### config.mk
export PLATFORM = sky130hd
export DESIGN_NAME = serial_adder_ctrl
export DESIGN_NICKNAME = d
export VERILOG_FILES = /design/src/rtl/serial_adder_ctrl_pkg.sv /design/src/rtl/serial_adder_ctrl_full_adder.sv /design/src/rtl/serial_adder_ctrl.sv
export SDC_FILE = /design/constraint.sdc
export NUM_CORES = 1
export LEC_CHECK = 0
export CORE_MARGIN = 5
export CORE_UTILIZATION = 45
export CTS_CLUSTER_DIAMETER = 150
export DETAILED_ROUTE_END_ITERATION = 10
export PLACE_DENSITY = 0.81
export SETUP_SLACK_MARGIN = 0.3
export SYNTH_ARGS = -nofsm -noshare
export SYNTH_HDL_FRONTEND = slang
export SYNTH_SLANG_ARGS = --single-unit
### constraint.sdc
create_clock -name clk -period 1.4 [get_ports clk]
set_input_delay 0.28 -clock clk [delete_from_list [all_inputs] [get_ports clk]]
set_output_delay 0.28 -clock clk [all_outputs]
set_load 0.005 [all_outputs]
### src/rtl/serial_adder_ctrl_pkg.sv
// Shared definitions for the bit-serial adder controller: FSM state encoding,
// the widest supported operand and the bit-counter sizing helper.
package adder_pkg;

    localparam int MAX_WIDTH = 32;

    // 2'd3 is unused; the controller treats it as IDLE.
    typedef enum logic [1:0] {
        IDLE = 2'd0,
        RUN  = 2'd1,
        DONE = 2'd2
    } state_t;

    // Width of the bit counter for a given operand width (never below 1 bit).
    function automatic int cnt_width(input int w);
        return (w < 2) ? 1 : $clog2(w);
    endfunction

endpackage : adder_pkg

### src/rtl/serial_adder_ctrl_full_adder.sv
// Single-bit full adder cell, time-shared by the serial controller.
module full_adder (
    input  logic a,
    input  logic b,
    input  logic c_in,
    output logic sum,
    output logic c_out
);

    // Plain combinational sum and carry.
    always_comb begin
        sum   = a ^ b ^ c_in;
        c_out = (a & b) | (c_in & (a ^ b));
    end

endmodule : full_adder

### src/rtl/serial_adder_ctrl.sv
// Bit-serial adder/subtractor controller. Operands are accepted in IDLE,
// summed LSB-first one bit per clock through one full_adder cell in RUN, and
// the result with carry and signed overflow is held in DONE until taken.
module serial_adder_ctrl
    import adder_pkg::*;
#(
    parameter int WIDTH = 8
) (
    input  logic             clk,
    input  logic             rst,
    input  logic             in_valid,
    output logic             in_ready,
    input  logic [WIDTH-1:0] a,
    input  logic [WIDTH-1:0] b,
    input  logic             c_in,
    input  logic             op_sub,
    output logic             out_valid,
    input  logic             out_ready,
    output logic [WIDTH-1:0] sum,
    output logic             c_out,
    output logic             ovf
);

    localparam int CW = cnt_width(WIDTH);
    localparam logic [CW-1:0] LAST = CW'(WIDTH - 1);

    if (WIDTH < 2 || WIDTH > MAX_WIDTH) begin : g_bad_width
        $error("serial_adder_ctrl: WIDTH must be in 2..32");
    end

    state_t          state;
    logic [WIDTH-1:0] sh_a;
    logic [WIDTH-1:0] sh_b;
    logic            carry;
    logic [CW-1:0]   cnt;
    logic            fa_sum;
    logic            fa_cout;

    full_adder u_fa (
        .a     (sh_a[0]),
        .b     (sh_b[0]),
        .c_in  (carry),
        .sum   (fa_sum),
        .c_out (fa_cout)
    );

    // Controller FSM: operand capture, one bit per clock, result hand-off.
    always_ff @(posedge clk) begin
        if (rst) begin
            state     <= IDLE;
            in_ready  <= 1'b1;
            out_valid <= 1'b0;
            sum       <= '0;
            c_out     <= 1'b0;
            ovf       <= 1'b0;
            cnt       <= '0;
            sh_a      <= '0;
            sh_b      <= '0;
            carry     <= 1'b0;
        end else begin
            case (state)
                IDLE: begin
                    in_ready  <= 1'b1;
                    out_valid <= 1'b0;
                    if (in_valid && in_ready) begin
                        // Subtraction is A + ~B + 1: invert B here, seed carry with 1.
                        sh_a     <= a;
                        sh_b     <= op_sub ? ~b : b;
                        carry    <= op_sub ? 1'b1 : c_in;
                        cnt      <= '0;
                        sum      <= '0;
                        in_ready <= 1'b0;
                        state    <= RUN;
                    end
                end
                RUN: begin
                    sh_a  <= sh_a >> 1;
                    sh_b  <= sh_b >> 1;
                    sum   <= {fa_sum, sum[WIDTH-1:1]};
                    carry <= fa_cout;
                    if (cnt == LAST) begin
                        // MSB step: carry register still holds the carry into the MSB.
                        ovf       <= carry ^ fa_cout;
                        c_out     <= fa_cout;
                        out_valid <= 1'b1;
                        state     <= DONE;
                    end else begin
                        cnt <= cnt + CW'(1);
                    end
                end
                DONE: begin
                    if (out_ready) begin
                        out_valid <= 1'b0;
                        in_ready  <= 1'b1;
                        state     <= IDLE;
                    end
                end
                default: begin
                    in_ready  <= 1'b1;
                    out_valid <= 1'b0;
                    state     <= IDLE;
                end
            endcase
        end
    end

endmodule : serial_adder_ctrl

==> After elaboration in Yosys (flattened, before gate mapping) <==
Index checks and enable logic that the tools add are counted.
{ "classes": {"addsub": 1, "mul": 0, "div_mod_pow": 0, "n_lt_le_gt_ge": 0, "eq_ne": 7, "n_shift": 0, "muxes": 23, "bitwise_logic": 8, "reduce_logical": 9} }
{ "op_table": {"columns": ["cell", "count"], "rows": [
  ["8-bit case mux with 2 select lines", 3],
  ["8-bit two-way mux", 4],
  ["2-bit inequality test, second input constant", 4],
  ["8-bit NOT", 1],
  ["2-bit AND reduction", 4],
  ["1-bit two-way mux", 6],
  ["2-bit two-way mux", 3],
  ["3-bit two-way mux", 2],
  ["2-bit case mux with 3 select lines", 1],
  ["3-bit case mux with 2 select lines", 1],
  ["3-bit AND reduction", 2],
  ["1-bit case mux with 2 select lines", 2],
  ["3-bit by 1-bit adder with 3-bit output, second input constant", 1],
  ["3-bit == test, second input constant", 1],
  ["1-bit case mux with 3 select lines", 1],
  ["1-bit bitwise XOR", 3],
  ["1-bit bitwise AND", 2],
  ["2-bit by 1-bit == test with 1-bit output, second input constant", 1],
  ["2-bit == test, second input constant", 1],
  ["2-bit logical NOT", 1],
  ["2-bit nonzero test", 1],
  ["1-bit logical AND", 1],
  ["1-bit NOT", 1],
  ["1-bit OR", 1]
]} }
{ "word_totals": {"reg_bits": 34, "latch_bits": 0, "ramBits": 0, "rom_bits": 0, "input_bits": 22, "out_inout_bits": 12, "wordCells": 58, "mem_count": 0} }

==> Logic depth before layout (Yosys ltp) <==
Gate-level depths: netlist (run 1).
{ "depth": {"word_depth": 4, "depth_mapped": 5, "mapped_depth_nobuf": 5} }

==> By module <==
From an unflattened synthesis (run 1), not the netlist that was laid out.
{ "hier_totals": {"hier_cells": 171, "hier_area_um2": 1560.2} }
{ "by_module_without_submodules": {"columns": ["mod", "n_inst", "cells_each", "area_each_um2"], "rows": [
  ["serial_adder_ctrl", 1, 170, 1540.2],
  ["full_adder", 1, 1, 20.0]
]} }

==> Worst setup path before layout (run 1) <==
OpenSTA, ideal clock, no wires.
{ "synth_path": {"path_type": "reg2reg", "start": "register cnt[0]", "end": "register cnt[2]", "setup_ps": 132, "arrival_time_ps": 1306, "required_ps": 1268, "path_slack_ps": -38, "stages_incl_launch_ff": 6, "path_buffers": 0, "synth_period_minus_slack_ps": 1438, "path_cell_list": "dfxtp_1 -> ha_1 -> ha_1 -> nor3b_1 -> nand3b_1 -> a21oi_1"} }
{ "synth_via": {"elab_chain_cells": 3, "word_cells_on_any_way": 6} }
{ "synth_rtl": {"columns": ["item", "line", "source"], "rows": [
  ["from (decl)", "serial_adder_ctrl.sv:35", "logic [CW-1:0] cnt;"],
  ["from (signal assigned)", "serial_adder_ctrl.sv:88", "cnt <= cnt + CW'(1);"],
  ["3-bit by 1-bit adder with 3-bit output or 3-bit == test (tied branches)", "serial_adder_ctrl.sv:88, serial_adder_ctrl.sv:81", null],
  ["3-bit two-way mux or 2-bit inequality test (tied branches)", null, null],
  ["3-bit case mux with 2 select lines or 3-bit AND reduction (tied branches)", null, null]
]} }
Parallel ways exist; a longest one is shown, timed or not. The select of a mux whose other input is x is not followed.
A chain may end at the register's enable or synchronous reset.

==> Final worst setup path (run 1) <==
{ "layout_path": {"start": "register state[1]", "end": "register sh_a[6]"} }
{ "layout_via": {"elab_chain_cells": 3, "word_cells_on_any_way": 6} }
{ "layout_rtl": {"columns": ["item", "line", "source"], "rows": [
  ["from (decl)", "serial_adder_ctrl.sv:31", "state_t state;"],
  ["from (signal assigned)", "serial_adder_ctrl.sv:50", "state <= IDLE;"],
  ["from (signal assigned)", "serial_adder_ctrl.sv:73", "state <= RUN;"],
  ["from (signal assigned)", "serial_adder_ctrl.sv:86", "state <= DONE;"],
  ["2-bit by 1-bit == test with 1-bit output or 2-bit logical NOT (tied branches)", "serial_adder_ctrl.sv:61", "case (state)"],
  ["2-bit nonzero test (no line) or 2-bit inequality test (tied branches)", null, null],
  ["2-bit AND reduction (no line)", null, null],
  ["to (signal assigned)", "serial_adder_ctrl.sv:77", "sh_a <= sh_a >> 1;"],
  ["to (decl)", "serial_adder_ctrl.sv:32", "logic [WIDTH-1:0] sh_a;"]
]} }
Parallel ways exist; a longest one is shown, timed or not.

==> results of run 1 <==
## state kept, by name, summed over array words and instances (netlist names)
signal,count
sh_a,8
sh_b,8
sum,8
cnt,3
state,2
c_out,1
carry,1
in_ready,1
out_valid,1
ovf,1
## worst max-delay path: cells and delay by family (launching register included)
kind            cells  cell delay, ns
buf+inv             2            0.32
compound gates      1            0.21
simple gates        2            0.38
flops               1            0.39
## stage by stage
step / setup slack (ns) / power [uW] / instance area [um^2] / TNS, ns
floorplan: 0.205 / 1340 / 1630 / 0
global placement: -0.238 / 1450 / 2010 / -3.56
detailed placement: -0.323 / 1470 / 2010 / -4.33
CTS: 0.134 / 2090 / 2180 / 0
global route: -0.00885 / 2280 / 2430 / -0.0199
finish: 0.0194 / 2180 / 2430 / 0
## power by group through the flow
stage	combinational [uW]	sequential, uW	clock (uW)
after floorplan	267	1080	0
after global placement	373	1080	0
after detailed placement	384	1090	0
after CTS	445	1070	583
after global routing	569	1080	630
final	534	1070	576
## timing repair
action                     4_1_cts  5_1_grt
setup endpoints to repair       43       45
pin swaps                        7       20
resized for setup               74       27
buffers inserted                 8       12
cloned                           2        2
## Yosys cell counts, types with 2 or more instances
cell type   n  area, um^2
a21oi_1    19        95.1
a22oi_1     7        52.6
a311oi_1    7        61.3
buf_2       3        15.0
buf_4       6        45.0
buf_6       2        22.5
clkbuf_1    4        15.0
dfxtp_1    34         681
ha_1        2        25.0
inv_1       4        15.0
nand2_1    22        82.6
nand2b_1    7        43.8
nand3_1    13        65.1
nand3b_1    4        30.0
nor2_1      2        7.51
nor3_1      8        40.0
nor3b_1     2        15.0
o22ai_1     4        25.0
o32ai_1     2        17.5
xor2_1      8        70.1
## final cells by class
cell class	instances	area, um^2	area share (%)
clock buffer	7	55.1	2.26
clock inverter	1	5.00	0.206
inverter	4	15.0	0.618
multi-input combinational	119	943	38.8
sequential	34	708	29.1
tap	46	57.6	2.37
timing repair buffer	66	647	26.6
## per-layer routing
layer  vias to the layer above  part of all wire [%]
li1                        733                     -
met1                       736                    40
met2                        66                    49
met3                        14                   7.8
met4                         0                   3.3
met5                         -                     0
## cell families after synthesis
family,count (synthesis)
AND/OR/NAND/NOR,62
AO/OA/AOI/OAI,44
flip-flops,34
buffers and inverters,20
XOR/XNOR,9
adder cells (fa/ha/maj),3
multiplexers,1
## final timing paths
check / slack, ns / depth (start not counted) / endpoint
setup / recovery: 0.02 / 5 / sh_a[6]
hold / removal: 0.48 / 4 / state[0]
setup reg to reg: 0.02 / 5 / sh_a[6]
hold reg to reg: 0.48 / 2 / sh_b[1]
==> flow_summary.toml, run 1 <==
[global_route]
grt_max_degree = 28
grt_pass1_wl_um = 6470
grt-ovfl-total = 0
grtUsageMet1_pct = 21.2
grt_pass1_vias = 1435
antenna_found_initial = 0
grtUsageTotal_pct = 18.9
met2_usage_pct = 31.9
grt_util_met3_pct = 5.67
busiest_layer = "met2"

[clock_tree]
clockBufferDepth = 2
cts_sinks = 34
path_clk_slew_ns = 0.11
cts-root-buf = "clkbuf_4"
cts_made_buffers = 5
cts_tree = "built"
insertion_delay_ns = 0.35
cts-htree-levels = 2
postCtsHoldBufs = 0

[setup_path]
r2r_start = "state[1]"
worstPathRequired_ns = 1.65
critPathMaxStageDelay_ns = 0.39
end_kind = "flip-flop"
cp_slowest_cell = "dfxtp_4"
startpoint_type = "flip-flop"
crit_fanout = 8
cp_cell_sequence = "nor4bb_4 -> buf_6 -> buf_4 -> nor3_2 -> a311oi_2"
timing_worst_setup_path_type = "reg2reg"
crit_arrival_ns = 1.63
critical_path.startpoint = "state[1]"

[synth]
async_reset_ff_share_pct = 0
syn_avg_cell_area_um2 = 8.94
ys_warn_count = 0
synthesis.area_um2 = 1550
ys_seq_area_share_pct = 44.0
synth-edff-count = 0
ys_seq_elements = 34
synthMuxAreaShare_pct = 0.728
synth_top_family_by_area = "simple AND/OR/NAND/NOR gates"
synth_nets = 198
netlist_instances = 173
synth_compound_area_share_pct = 19.1
synthSimpleGateAreaFrac_pct = 20.6
synthFlopType = "dfxtp_1"
synthDistinctLibCells = 33
synth_fa_ha_area_share_pct = 2.91
synthXorXnorAreaFrac_pct = 5.10

[layout]
fin_nets = 255
drive_gt1_share_pct = 42.4
fillers = 226
syn_to_final_growth_pct = 57.2
fin_util_pct = 72.9
instances_no_fill = 277
layout_commonest_cell = "buf_4"
final_cell_mix = "buf_4, nand2_1, clkdlybuf4s50_1"
num_antenna_cells = 0

[power]
ir_drop_v = 0.000377
net-switching-power_uw = 633
p_sw_share_pct = 29.0
p_int_uw = 1550
clockPowerShare_pct = 26.4
p_seq_share_pct = 49.2
p_per_area_nw_per_um2 = 898
leakagePower_uw = 0.000928
power_frac_comb_pct = 24.5

[worst_hold_path]
hp-class = "in2reg"
min-delay-start = "in_valid"

[die]
initial_core_util_pct = 46.3
die-width_um = 68.6
ios = 34
rows = 21
die-area_um2 = 4710
die_h_um = 68.6
fp.coreArea_um2 = 3340

[placement]
globalplace.congestion = 0.786
hpwl_um = 2350
io_buffers = 33
dp.cells = 245

[sta]
finalClockSkew_ns = 0.0105
whs_ns = 0.482
slew_violations = 0
fin_crit_sh_pct = 98.6
worst_pin_slew_ns = 0.285
maxSlewHeadroom_pct = 80.9
hold_viol = 0
min_period_ns = 1.38
fmax_ghz = 0.724
setup_violations = 0
rsz0062_at_grt = "true"

[drt]
wl_per_cell_um = 16.9
final_antenna_net_count = 0
route.detailed.drc = 0
drtPass1Iterations = 4
via_per_inst = 5.59
via_count = 1549
drt_iter0_drc = 111
routed_wl_um = 4690

[flow_run]
cap_violations = 0

[run_status]
status = "complete, no violations"
Note: power is estimated with default switching activity, not from simulation.
==> run 2, diff against run 1 <==
--- a/config.mk
+++ b/config.mk
@@ -11,6 +11,7 @@
 export DETAILED_ROUTE_END_ITERATION = 10
 export PLACE_DENSITY = 0.81
 export SETUP_SLACK_MARGIN = 0.3
+export SLEW_MARGIN = 10
 export SYNTH_ARGS = -nofsm -noshare
 export SYNTH_HDL_FRONTEND = slang
 export SYNTH_SLANG_ARGS = --single-unit
==> results of run 2 <==
Final layout, timing and power as in run 1 (identical DEF).
==> run 3, diff against run 2 <==
--- a/config.mk
+++ b/config.mk
@@ -6,10 +6,10 @@
 export NUM_CORES = 1
 export LEC_CHECK = 0
 export CORE_MARGIN = 5
-export CORE_UTILIZATION = 45
+export CORE_UTILIZATION = 53
 export CTS_CLUSTER_DIAMETER = 150
 export DETAILED_ROUTE_END_ITERATION = 10
-export PLACE_DENSITY = 0.81
+export PLACE_DENSITY = 0.89
 export SETUP_SLACK_MARGIN = 0.3
 export SLEW_MARGIN = 10
 export SYNTH_ARGS = -nofsm -noshare
==> constraint.sdc (replaced) <==
create_clock -name clk -period 1.8 [get_ports clk]
set_input_delay 0.36 -clock clk [delete_from_list [all_inputs] [get_ports clk]]
set_output_delay 0.36 -clock clk [all_outputs]
set_load 0.005 [all_outputs]
==> run 3 against run 2 <==
Against the previous run: power down 28%; count of clock-buffer cells in the layout is the same; die area down 13%; flip-flop and latch count stayed put; via count fell by 7.2%; cell area decreased by 17%; combinational power fell by 43%; core utilization down 0.61 points; global-route usage increased by 0.74 points; critical endpoint is now ovf.
==> flow_summary.toml, run 3 (synthesis gave the netlist of run 1 again) <==
[global_route]
grt_max_degree = 20
grt_pass1_wl_um = 6440
antenna_found_initial = 0
grt_pass1_vias = 1409
grt-ovfl-total = 0
grtUsageTotal_pct = 19.6

[drt]
via_per_inst = 5.97
wl_per_cell_um = 16.5
final_antenna_net_count = 0
drtPass1Iterations = 5
via_count = 1438
routed_wl_um = 3970
route.detailed.drc = 0
drt_iter0_drc = 133

[layout]
fin_util_pct = 72.2
multiInputGateArea_um2 = 779
regArea_um2 = 694
reg.largest.list = "sh_a: 8 flops, sh_b: 8 flops, sum: 8 flops"
instances_no_fill = 241
layout_commonest_cell = "dfxtp_1"
final_cell_mix = "dfxtp_1, nand2_1, clkdlybuf4s50_1, a21oi_1, nand3_1"
drive_gt1_share_pct = 17.6
fin_nets = 234
syn_to_final_growth_pct = 29.9
num_antenna_cells = 0
fillers = 214

[setup_path]
worstPathRequired_ns = 2.07
startpoint_type = "flip-flop"
timing_worst_setup_path_type = "reg2reg"
crit_arrival_ns = 1.69
crit_fanout = 3
end_kind = "flip-flop"

[die]
initial_core_util_pct = 55.6
fp.coreArea_um2 = 2780
die_h_um = 64.0
die-width_um = 64.0
rows = 19
ios = 34
die-area_um2 = 4100

[clock_tree]
insertion_delay_ns = 0.34
cts_made_buffers = 5
cts-htree-levels = 2
postCtsHoldBufs = 0
cts_tree = "built"
cts-root-buf = "clkbuf_4"
cts_sinks = 34
clockBufferDepth = 2
path_clk_slew_ns = 0.10

[placement]
globalplace.congestion = 0.733
io_buffers = 33
hpwl_um = 2640
dp.cells = 231

[power]
ir_drop_v = 0.000706
p_per_area_nw_per_um2 = 784
leakagePower_uw = 0.000780

[sta]
maxSlewHeadroom_pct = 70.5
fin_crit_sh_pct = 78.6
finalClockSkew_ns = 0.00979
fmax_ghz = 0.706
setup_violations = 0
fin_setup_tns_ns = 0
min_period_ns = 1.42
worst_pin_slew_ns = 0.441
rsz0062_at_grt = "false"
whs_ns = 0.468
hold_viol = 0
slew_violations = 0

[flow_run]
cap_violations = 0

[worst_hold_path]
hp-class = "reg2reg"

[run_status]
status = "complete, no violations"
[run 3: where the power goes]
group | internal, uW | total (uW) | switching [uW] | leakage (uW)
registers | 799 | 830 | 31.4 | 0.000282
clock network | 189 | 444 | 254 | 0.0000353
logic | 152 | 302 | 150 | 0.000462
total | 1140 | 1580 | 436 | 0.000780
[run 3: final timing paths]
| kind | start | slack [ns] | depth (start not counted) | end |
|---|---|---|---|---|
| hold reg to reg | sum[1] | 0.47 | 2 | sum[0] |
| hold / removal | sum[1] | 0.47 | 2 | sum[0] |
| setup / recovery | carry | 0.38 | 5 | ovf |
| setup reg to reg | carry | 0.38 | 5 | ovf |
[run 3: layer usage]
layer  GRT usage [%]  vias up  part of all wire (%)
met3            5.60       13                   6.3
met5               0        -                     0
met2            32.7       55                    51
li1                -      686                     -
met4            8.31        0                   3.4
met1            23.4      684                    40
[run 3: what timing repair did]
| action | in CTS | in global routing |
|---|---|---|
| endpoints found under the setup margin | 18 | 13 |
| pin swaps | 0 | 4 |
| resized for setup | 22 | 7 |
| buffers inserted | 2 | 0 |
[run 3: per-stage QoR]
stage	area, um^2	total power, uW	setup WS (ns)
3_5_place_dp	1910	1130	0.0188
6_report	2010	1580	0.384
2_1_floorplan	1550	1030	0.362
3_3_place_gp	1910	1110	0.0834
4_1_cts	1980	1560	0.327
5_1_grt	2010	1650	0.309
[run 3: final cells by class]
type,count,area share (%)
multi-input cells,119,38.8
well taps,31,1.93
clock buffers,7,2.74
clock inverters,1,0.249
flip-flops and latches,34,34.6
inverters,4,0.747
repair buffers,45,21.0
[run 3: worst max-delay path, cell delays in order (launching register included)]
cell,delay [ns]
dfxtp_2,0.37
inv_1,0.06
fa_1,0.47
xnor2_1,0.21
nand3_1,0.10
a21oi_1,0.15
